$ cat src/rtl/uart_pkg.sv
// Shared definitions for the UART transmitter/receiver pair.
//   uart_state_e : transmitter FSM state encoding (3-bit)
//   DataBits     : data bits per 8N1 frame
//   baud_cnt_max : clocks per bit period, truncated integer division
package uart_pkg;

  typedef enum logic [2:0] {
    StIdle   = 3'd0,
    StRdWait = 3'd1,
    StStart  = 3'd2,
    StData   = 3'd3,
    StStop   = 3'd4
  } uart_state_e;

  localparam int unsigned DataBits = 8;

  function automatic int unsigned baud_cnt_max(input int unsigned clk_freq,
                                               input int unsigned uart_bps);
    return clk_freq / uart_bps;
  endfunction

endpackage

$ cat src/rtl/uart_baud_tick.sv
// Bit-period timer.
//   clk     : clock
//   rst     : synchronous active-high reset
//   clear   : restart the period from zero (used on every state entry)
//   en      : count enable
//   bit_end : one-cycle pulse in the last clock of each CntMax-clock period
module uart_baud_tick #(
  parameter int unsigned CntMax = 54
) (
  input  logic clk,
  input  logic rst,
  input  logic clear,
  input  logic en,
  output logic bit_end
);

  localparam int unsigned CntW = (CntMax > 1) ? $clog2(CntMax) : 1;
  localparam logic [CntW-1:0] CntLast = CntW'(CntMax - 1);

  logic [CntW-1:0] cnt_q;

  assign bit_end = en && (cnt_q == CntLast);

  always_ff @(posedge clk) begin
    if (rst || clear) begin
      cnt_q <= '0;
    end else if (en) begin
      cnt_q <= bit_end ? '0 : cnt_q + 1'b1;
    end
  end

endmodule

$ cat src/rtl/uart_transmitter.sv
// Streams FIFO words onto an RS232 line as 8N1 bytes, most significant byte first.
//   clk          : clock (FIFO read clock)
//   rst          : synchronous active-high reset
//   fifo_empty   : read FIFO empty flag, only looked at in idle
//   fifo_rd_data : read data, valid the cycle after fifo_rd_en
//   fifo_rd_en   : one-cycle read request per word
//   tx           : registered serial output, idle high
//   busy         : high from the word fetch until the final stop bit ends
module uart_transmitter
  import uart_pkg::*;
#(
  parameter int unsigned UART_BPS      = 460800,
  parameter int unsigned CLK_FREQ      = 25_000_000,
  parameter int unsigned FIFO_RD_WIDTH = 32,  // must be 8 * FIFO_RD_BYTE
  parameter int unsigned FIFO_RD_BYTE  = 4
) (
  input  logic                     clk,
  input  logic                     rst,
  input  logic                     fifo_empty,
  input  logic [FIFO_RD_WIDTH-1:0] fifo_rd_data,
  output logic                     fifo_rd_en,
  output logic                     tx,
  output logic                     busy
);

  localparam int unsigned BaudCntMax = baud_cnt_max(CLK_FREQ, UART_BPS);
  localparam int unsigned ByteCntW   = (FIFO_RD_BYTE > 1) ? $clog2(FIFO_RD_BYTE) : 1;
  localparam logic [ByteCntW-1:0] LastByte = ByteCntW'(FIFO_RD_BYTE - 1);
  localparam logic [2:0] LastBit = 3'(DataBits - 1);

  uart_state_e state_q, state_d;

  logic [2:0]               bit_cnt_q, bit_cnt_d;
  logic [ByteCntW-1:0]      byte_cnt_q, byte_cnt_d;
  logic [FIFO_RD_WIDTH-1:0] shift_q, shift_d;
  logic                     tx_q, tx_d;
  logic [7:0]               cur_byte;
  logic                     baud_en, baud_clr, bit_end;

  assign baud_en  = (state_q == StStart) || (state_q == StData) || (state_q == StStop);
  // Every state change restarts the bit period from zero.
  assign baud_clr = (state_d != state_q);

  uart_baud_tick #(
    .CntMax (BaudCntMax)
  ) u_baud_tick (
    .clk     (clk),
    .rst     (rst),
    .clear   (baud_clr),
    .en      (baud_en),
    .bit_end (bit_end)
  );

  // State register.
  always_ff @(posedge clk) begin
    if (rst) begin
      state_q <= StIdle;
    end else begin
      state_q <= state_d;
    end
  end

  // Next-state logic.
  always_comb begin
    state_d = state_q;
    case (state_q)
      StIdle:   if (!fifo_empty) state_d = StRdWait;
      StRdWait: state_d = StStart;
      StStart:  if (bit_end) state_d = StData;
      StData:   if (bit_end && (bit_cnt_q == LastBit)) state_d = StStop;
      StStop:   if (bit_end) state_d = (byte_cnt_q == LastByte) ? StIdle : StStart;
      default:  state_d = StIdle;
    endcase
  end

  // Counters and shift register next state.
  always_comb begin
    bit_cnt_d  = bit_cnt_q;
    byte_cnt_d = byte_cnt_q;
    shift_d    = shift_q;
    case (state_q)
      StRdWait: begin
        shift_d    = fifo_rd_data;
        bit_cnt_d  = '0;
        byte_cnt_d = '0;
      end
      // Wraps 7 -> 0 on the last data bit, ready for the next byte.
      StData: if (bit_end) bit_cnt_d = bit_cnt_q + 3'd1;
      StStop: begin
        if (bit_end) begin
          if (byte_cnt_q != LastByte) begin
            byte_cnt_d = byte_cnt_q + ByteCntW'(1);
            shift_d    = shift_q << 8;
          end else begin
            byte_cnt_d = '0;
          end
        end
      end
      default: ;
    endcase
  end

  assign cur_byte = shift_d[FIFO_RD_WIDTH-1 -: 8];

  // Outputs. tx is computed from the upcoming state so the registered line
  // lines up with state_q rather than lagging it by a cycle.
  always_comb begin
    fifo_rd_en = (state_q == StIdle) && !fifo_empty && !rst;
    busy       = (state_q != StIdle);
    case (state_d)
      StStart: tx_d = 1'b0;
      StData:  tx_d = cur_byte[bit_cnt_d];
      default: tx_d = 1'b1;
    endcase
  end

  always_ff @(posedge clk) begin
    if (rst) begin
      bit_cnt_q  <= '0;
      byte_cnt_q <= '0;
      shift_q    <= '0;
      tx_q       <= 1'b1;
    end else begin
      bit_cnt_q  <= bit_cnt_d;
      byte_cnt_q <= byte_cnt_d;
      shift_q    <= shift_d;
      tx_q       <= tx_d;
    end
  end

  assign tx = tx_q;

endmodule

$ cat config.mk
export PLATFORM = sky130hd
export DESIGN_NAME = uart_transmitter
export DESIGN_NICKNAME = d
export VERILOG_FILES = /design/src/rtl/uart_pkg.sv /design/src/rtl/uart_baud_tick.sv /design/src/rtl/uart_transmitter.sv
export SDC_FILE = /design/constraint.sdc
export NUM_CORES = 1
export LEC_CHECK = 0
export CAP_MARGIN = 25
export CORE_MARGIN = 8
export CORE_UTILIZATION = 53
export CTS_CLUSTER_DIAMETER = 120
export DETAILED_ROUTE_END_ITERATION = 12
export PLACE_DENSITY = 0.91
export SLEW_MARGIN = 20
export SYNTH_ARGS = -nofsm -noshare
export SYNTH_HDL_FRONTEND = slang
export SYNTH_SLANG_ARGS = --single-unit
$ cat constraint.sdc
create_clock -name clk -period 3 [get_ports clk]
set_input_delay 0.6 -clock clk [delete_from_list [all_inputs] [get_ports clk]]
set_output_delay 0.6 -clock clk [all_outputs]
set_load 0.02 [all_outputs]
==> metrics.md <==
| Metric | Value |
|---|---|
| Post-CTS resize count | 0 |
| Seq cells post-synth | 47 |
| P_int | 0.00104 W |
| Worst path cell trace | or3_1 > nor3_1 > clkdlybuf4s50_1 |
| Max Cap Violations | 0 |
| Antenna violations before repair | 0 |
| Reg clk slew, reported paths | around 0.09 ns |
| Pwr/cell area | 507 nW/um^2 |
| Num CTS Buffers | 5 |
| Number of global-route vias before repair | ~1.9k |
| Routed vias/inst | 5.94 |
| Synth Instances | roughly 260 |
| H-tree lvl count | 2 |
| First-pass GRT wire length | about 8700 um |
| Crit Path Class | flip-flop to output port |
| Ys flop type | dfxtp_1 |
| Worst Setup Slack, final | around 0.36 ns |
| Die X | 81.5 um |
| Core area | between 4000 and 5000 sq um |
| Gpl congestion | ~0.80 |
| Die area | roughly 6600 sq um |
| Cell variety after synth | 45 |
| Starting Density | 53.6% |
| Drt wl/cell | approximately 15 um |
| Total gr overflow | 0 |
| Worst Setup Slack post-DPL | a little under 0.5 ns |
| Total routed wirelength | just over 5000 um |
| DRC violations left | 0 |
| Dpl hpwl | 3560 um |
| Sequential area share after synthesis | between 40% and 50% |
| GR Util All Layers | between 10% and 20% |
| Clock Path Buffers | 2 |
| CTS tree | done |
| Async S/R FF share, synth | 0% |
| Setup Skew | 0.00693 ns |
| Setup violations, final | 0 |
| Tot Pwr | 0.00139 W |
| ANT nets after route | 0 |
| Crit path largest cell delay | 0.63 ns |
| First drt pass iteration count | 5 |
| Worst hold path class | flip-flop to flip-flop |
| CP Max Fanout | 20 |
| Avg Cell Area, Syn | roughly 8.6 sq um |
| Number of synthesized flops with an enable pin | 0 |
| Placed Cells | roughly 340 |
| Final worst-path cycle share | between 80% and 90% |
| Io pins | 38 |
| Combinational Power Share | between 15 and 20% |
| CTS Sinks | 47 |
| Final non-filler cell total | around 340 |
| # hold bufs at CTS | 0 |
| Syn Nets | approximately 300 |
| Worst-Skew Late Latency | about 0.31 ns |
| NumNets Final | 330 |
| Clock power share | about 36% |
| Yosys Warn Count | 0 |
| Die Y | 81.5 um |
| Outcome | finished clean |
| Ant. Diodes | 0 |
| Sequential power share | between 40 and 50% |
| DR iter-0 viols | ~250 |
| Fin. Hold Viols | 0 |
| Root Buffer | clkbuf_8 |
| Max-slew headroom | between 50% and 60% |
| Port bufs | 37 |
| Total number of vias | between 2k and 2.5k |
| FMAX | roughly 380 MHz |
| Layout Utilization | 64.9% |
| RSZ-0062 raised after global routing | no |
| Net Sw Frac | 25.4% |
| Psw | about 0.00035 W |
| Largest net degree at the start of global routing | 42 |
| # rows | 24 |
| Worst-margin pin slew | 0.650 ns |
| CP max stage cell | clkdlybuf4s50_1 |
| Crit path DAT | ~2.0 ns |
| Worst VDD drop | just under 400 uV |
| Critical Path RT | roughly 2.4 ns |
| Postcts setup bufs | 0 |
| Mapped Area | approximately 2300 sq um |
| Min cycle time layout | around 2.6 ns |
| Worst Setup End Kind | output port |
| Leakage | roughly 1.0 nW |
| Final Max Slew Viols | 0 |
| Layout cells sized above 1 | under 10% |
| Setup TNS after final layout | 0 ns |
| Critical path startpoint category | flip-flop |
| Area grow syn2layout | 21.0% |
[sequential cells by signal, summed over array words and instances, names as in the netlist]
| register | count |
|---|---|
| shift_q | 32 |
| u_baud_tick.cnt_q | 6 |
| bit_cnt_q | 3 |
| state_q | 3 |
| byte_cnt_q | 2 |
| tx | 1 |
[cell usage after synthesis (2+ instances only)]
master,n,area (sq um)
buf_6,3,33.8
buf_1,3,11.3
nand2_1,31,116
nor2_1,22,82.6
nor2b_1,7,43.8
buf_2,6,30.0
and2_1,8,50.1
dfxtp_1,47,941
nor3_1,3,15.0
a221oi_1,7,61.3
nand4_1,2,12.5
clkbuf_1,7,26.3
mux2i_1,4,40.0
o21ai_0,5,25.0
and3_1,3,18.8
a221o_2,2,22.5
nor3b_1,2,15.0
nand3_1,15,75.1
or3_1,3,18.8
nand2b_1,5,31.3
a21oi_1,31,155
a22oi_1,16,120
xor2_1,3,26.3
ha_1,5,62.6
inv_1,3,11.3
[per-layer routing]
metal  GRT usage [%]  share of wire [%]  vias up
met5               0                  0        -
met4            6.25                1.9        0
met3            4.70                5.9       10
met2            25.3                 49       71
met1            21.4                 43      958
li1                -                  -      999
[final timing paths]
| path | from | depth (start not counted) | slack (ns) | to |
|---|---|---|---|---|
| worst min-delay path | shift_q[12]$_SDFFE_PP0P_ | 2 | 0.46 | shift_q[12]$_SDFFE_PP0P_ |
| worst max register to register | u_baud_tick.cnt_q[0]$_SDFFE_PP0P_ | 7 | 0.58 | tx$_SDFF_PP1_ |
| worst min register to register | shift_q[12]$_SDFFE_PP0P_ | 2 | 0.46 | shift_q[12]$_SDFFE_PP0P_ |
| worst max-delay path | state_q[1]$_SDFF_PP0_ | 3 | 0.36 | fifo_rd_en |
[worst max-delay path: cells and delay by family (launching register included)]
family | cells | cell delay (ns)
buffers and inverters | 1 | 0.63
DFF | 1 | 0.52
and+or+nand+nor | 2 | 0.59
[power by group through the flow]
| stage | logic (W) | registers, W | clock network [W] |
|---|---|---|---|
| final | 0.000213 | 0.000683 | 0.000496 |
| after global routing | 0.000236 | 0.000688 | 0.000527 |
| after CTS | 0.000212 | 0.000683 | 0.000493 |
| after detailed placement | 0.000211 | 0.000697 | 0 |
| after global placement | 0.000206 | 0.000696 | 0 |
| after floorplan | 0.000141 | 0.000686 | 0 |
[logic make-up after synthesis]
family                     share of synthesized area (%)
muxes                                               1.76
and+or+nand+nor                                     23.6
buffers and inverters                               5.29
DFF                                                 41.4
adders and majority gates                           2.75
xor gates and xnor gates                            1.54
AOI/OAI and AO/OA                                   23.6
[metrics by stage]
step	hold slack, ns	cell area [sq um]
6_report	0.455	2750
3_5_place_dp	0.446	2630
3_3_place_gp	0.439	2630
2_1_floorplan	0.432	2270
5_1_grt	0.484	2750
4_1_cts	0.457	2750
[layout by cell type, fill, tap and decap left out, types with 2 or more instances in the layout]
| master | Yosys | layout |
|---|---|---|
| dfxtp_1 | 47 | 47 |
| clkdlybuf4s50_1 | 0 | 37 |
| nand2_1 | 31 | 31 |
| a21oi_1 | 31 | 31 |
| nor2_1 | 22 | 22 |
| a22oi_1 | 16 | 16 |
| nand3_1 | 15 | 15 |
| and2_1 | 8 | 8 |
| nor2b_1 | 7 | 7 |
| a221oi_1 | 7 | 7 |
| clkbuf_8 | 0 | 6 |
| nand2b_1 | 5 | 5 |
| o21ai_0 | 5 | 5 |
| ha_1 | 5 | 5 |
| mux2i_1 | 4 | 4 |
| or3_1 | 3 | 3 |
| inv_1 | 3 | 3 |
| nor3_1 | 3 | 3 |
| and3_1 | 3 | 3 |
| xor2_1 | 3 | 3 |
| buf_4 | 1 | 3 |
| nor3b_4 | 1 | 2 |
| nor3b_1 | 2 | 2 |
| a221o_2 | 2 | 2 |
| nand4_1 | 2 | 2 |
[layout make-up]
type	count	area (sq um)
fillers	309	1490
clock inverters	2	38.8
clock buffers	6	82.6
flip-flops and latches	47	941
repair buffers	40	393
multi-input cells	193	1220
well taps	52	65.1
inverters	3	11.3
Power figures use the tool's default switching activity.
==> RTL edit: new RTL, same settings <==
The 5 states of `uart_state_e` get a one-hot encoding in 5 bits.
--- a/src/rtl/uart_pkg.sv
+++ b/src/rtl/uart_pkg.sv
@@ -6,8 +6,8 @@
 
-  typedef enum logic [2:0] {
-    StIdle   = 3'd0,
-    StRdWait = 3'd1,
-    StStart  = 3'd2,
-    StData   = 3'd3,
-    StStop   = 3'd4
+  typedef enum logic [4:0] {
+    StIdle   = 5'b00001,
+    StRdWait = 5'b00010,
+    StStart  = 5'b00100,
+    StData   = 5'b01000,
+    StStop   = 5'b10000
   } uart_state_e;
Check against the original RTL: no difference found for any inputs over 10 cycles, from zero or initial values and one cycle with rst high; not proved beyond that.
==> RTL edit against the original RTL <==
  * Sequential share of layout area shrank 0.42 points
  * Fmax shrank 10%
  * Sequential cell count grew 2
  * Synthesized cell count grew 8.0%
  * Combinational power shrank 10%
  * Highest routed layer unchanged
  * Critical path type is now register to register
  * Final area grew 5.7%
  * Routed wire length grew 21%
  * Total power shrank 6.8%
  * Utilization grew 2.3 points
  * Worst setup slack lost 0.30 ns
  * Area after synthesis grew 4.2%
  * Clock skew grew 0.0042 ns
==> RTL edit: results (changes against the original RTL) <==
stage,metric,value,unit,change
routing,drcViolationCount,0,,unchanged
yosys,synth_warnings,0,,unchanged
finish,diodes,0,,unchanged
pwr,irDropWorstVdd,252.2,uV,-35%
run_status,run_status,finished clean,,
grt,track_usage,17.33,%,+0.85 points
routing,viasPerCell,6.105,,+2.8%
critical_path,cp_max_fo,24,,+20%
routing,drt_iter0_drc,196,,-21%
clocking,ctsRootBufferMaster,clkbuf_8,,
placed_design,dp.final_hpwl,4.197,mm,+18%
routing,wl_per_cell,16.87,um,+12%
yosys,synth_nets,324,,+6.9%
placed_design,port-buffer-count,37,,unchanged
clocking,clock_path_buffers,2,,unchanged
grt,antenna_found_initial,0,,unchanged
routing,first_pass_iters,5,,unchanged
routing,vias,2265,,+11%
yosys,synthTopCellsByArea,"dfxtp_1 41%, a21oi_1 8.5%, nand2_1 5.5%",,
placed_design,dp_slack,-0.2154,ns,-0.7079 ns
clocking,cts_made_buffers,5,,unchanged
pwr,power.leakage,1.011,nW,+1.4%
placed_design,gp_congestion,0.8877,,+11%
clocking,htreeDepth,2,,unchanged
sta,tightest_slew,0.7288,ns,+0.07855 ns
grt,grt_pass1_wl,10.28,mm,+18%
yosys,yosys-top-cells-count,"49 x dfxtp_1, 40 x a21oi_1, 35 x nand2_1",,
clocking,clk_pin_slew,0.09,ns,about the same
yosys,synth_cell_types,53,,+18%
grt,grt_max_degree,43,,+2.4%
yosys,seq_area_frac_synth,41.44,%,about the same
clocking,clock_latency,0.31,ns,about the same
yosys,async_reset_ff_share,0,%,unchanged
sta,skew,0.01110,ns,+0.004176 ns
min_path,hold_class,register to register,,
finish,top_regs,"shift_q (32), u_baud_tick.cnt_q (6), state_q (5)",,
placed_design,placed_cells,363,,+8.4%
critical_path,critPathSlowestCell,or4_4,,
critical_path,critPathArrivalTime,3.14,ns,+1.10 ns
clocking,cts_setup_buffers,0,,unchanged
critical_path,max_stage_delay,0.60,ns,-0.03 ns
yosys,synthCells,284,,+8.0%
finish,drive_gt1_share,9.718,%,+3.2 points
==> RTL edit: changes by cell type after synthesis, moves of 5 or more <==
cell,before,now
clkbuf_1,7,14
and2_1,8,1
a221oi_1,7,0
buf_2,6,1
a22o_1,0,7
nor3_1,3,9
a2111oi_0,0,5
nor2b_1,7,2
nor2_1,22,27
a21oi_1,31,40
==> RTL edit: final cells by class <==
class,instances,area [um2]
clock inverter,3,28.78
tap,52,65.06
sequential,49,982.2
clock buffer,5,68.82
inverter,4,15.01
timing repair buffer,47,447.9
multi-input combinational,211,1296
fill,353,1420
==> RTL edit: cells by family after synthesis <==
family | synth area share (%)
buffers and inverters | 4.651
multiplexers | 1.374
XOR/XNOR | 2.220
AO/OA/AOI/OAI | 25.42
flip-flops | 41.44
adder cells (fa/ha/maj) | 2.643
AND/OR/NAND/NOR | 22.25
==> RTL edit: per-stage QoR <==
stage / total power, W / hold WS [ns] / area [um2] / setup TNS, ns
6_report: 0.001297 / 0.4668 / 2904 / 0
5_1_grt: 0.001345 / 0.4867 / 2904 / -0.03462
4_1_cts: 0.001292 / 0.4689 / 2885 / 0
3_5_place_dp: 0.0008873 / 0.4529 / 2789 / -0.2154
3_3_place_gp: 0.0008824 / 0.4429 / 2789 / -0.09919
2_1_floorplan: 0.0007958 / 0.4356 / 2367 / 0
==> RTL edit: timing repair <==
action / in CTS / in global routing
hold buffers: 0 / 0
gates cloned: 0 / 0
hold endpoints to repair: 0 / 0
endpoints found under the setup margin: 1 / 3
pin swaps: 0 / 0
gates resized for setup: 1 / 9
==> RTL edit: worst paths after layout <==
| path | start | end | slack [ns] | depth (start not counted) |
|---|---|---|---|---|
| worst max-delay path | state_q[2] | tx | 0.06 | 8 |
| worst min register to register | byte_cnt_q[1] | byte_cnt_q[1] | 0.47 | 2 |
| worst min-delay path | byte_cnt_q[1] | byte_cnt_q[1] | 0.47 | 2 |
| worst max register to register | state_q[2] | tx | 0.06 | 8 |
==> RTL edit: critical path, delay by kind of cell, from the launching register on <==
| kind | cells | cell delay, ns |
|---|---|---|
| AOI/OAI and AO/OA | 4 | 1.05 |
| and+or+nand+nor | 3 | 1.05 |
| DFF | 1 | 0.48 |
| buffers and inverters | 1 | 0.25 |
==> RTL edit: layer usage <==
layer / share of wire (%) / vias to the layer above / track usage [%]
met1: 42 / 1062 / 20.48
met3: 6.8 / 11 / 5.176
met5: 0 / - / 0
li1: - / 1106 / -
met2: 50 / 86 / 28.71
met4: 1.9 / 0 / 6.390
==> RTL edit: report_power, final <==
group | internal, W | switching (W) | total (W) | leakage [nW]
combinational | 0.000101 | 0.0000903 | 0.000191 | 0.565
sequential | 0.000669 | 0.0000196 | 0.000689 | 0.396
clock | 0.000175 | 0.000242 | 0.000417 | 0.0506
total | 0.000944 | 0.000352 | 0.00130 | 1.01
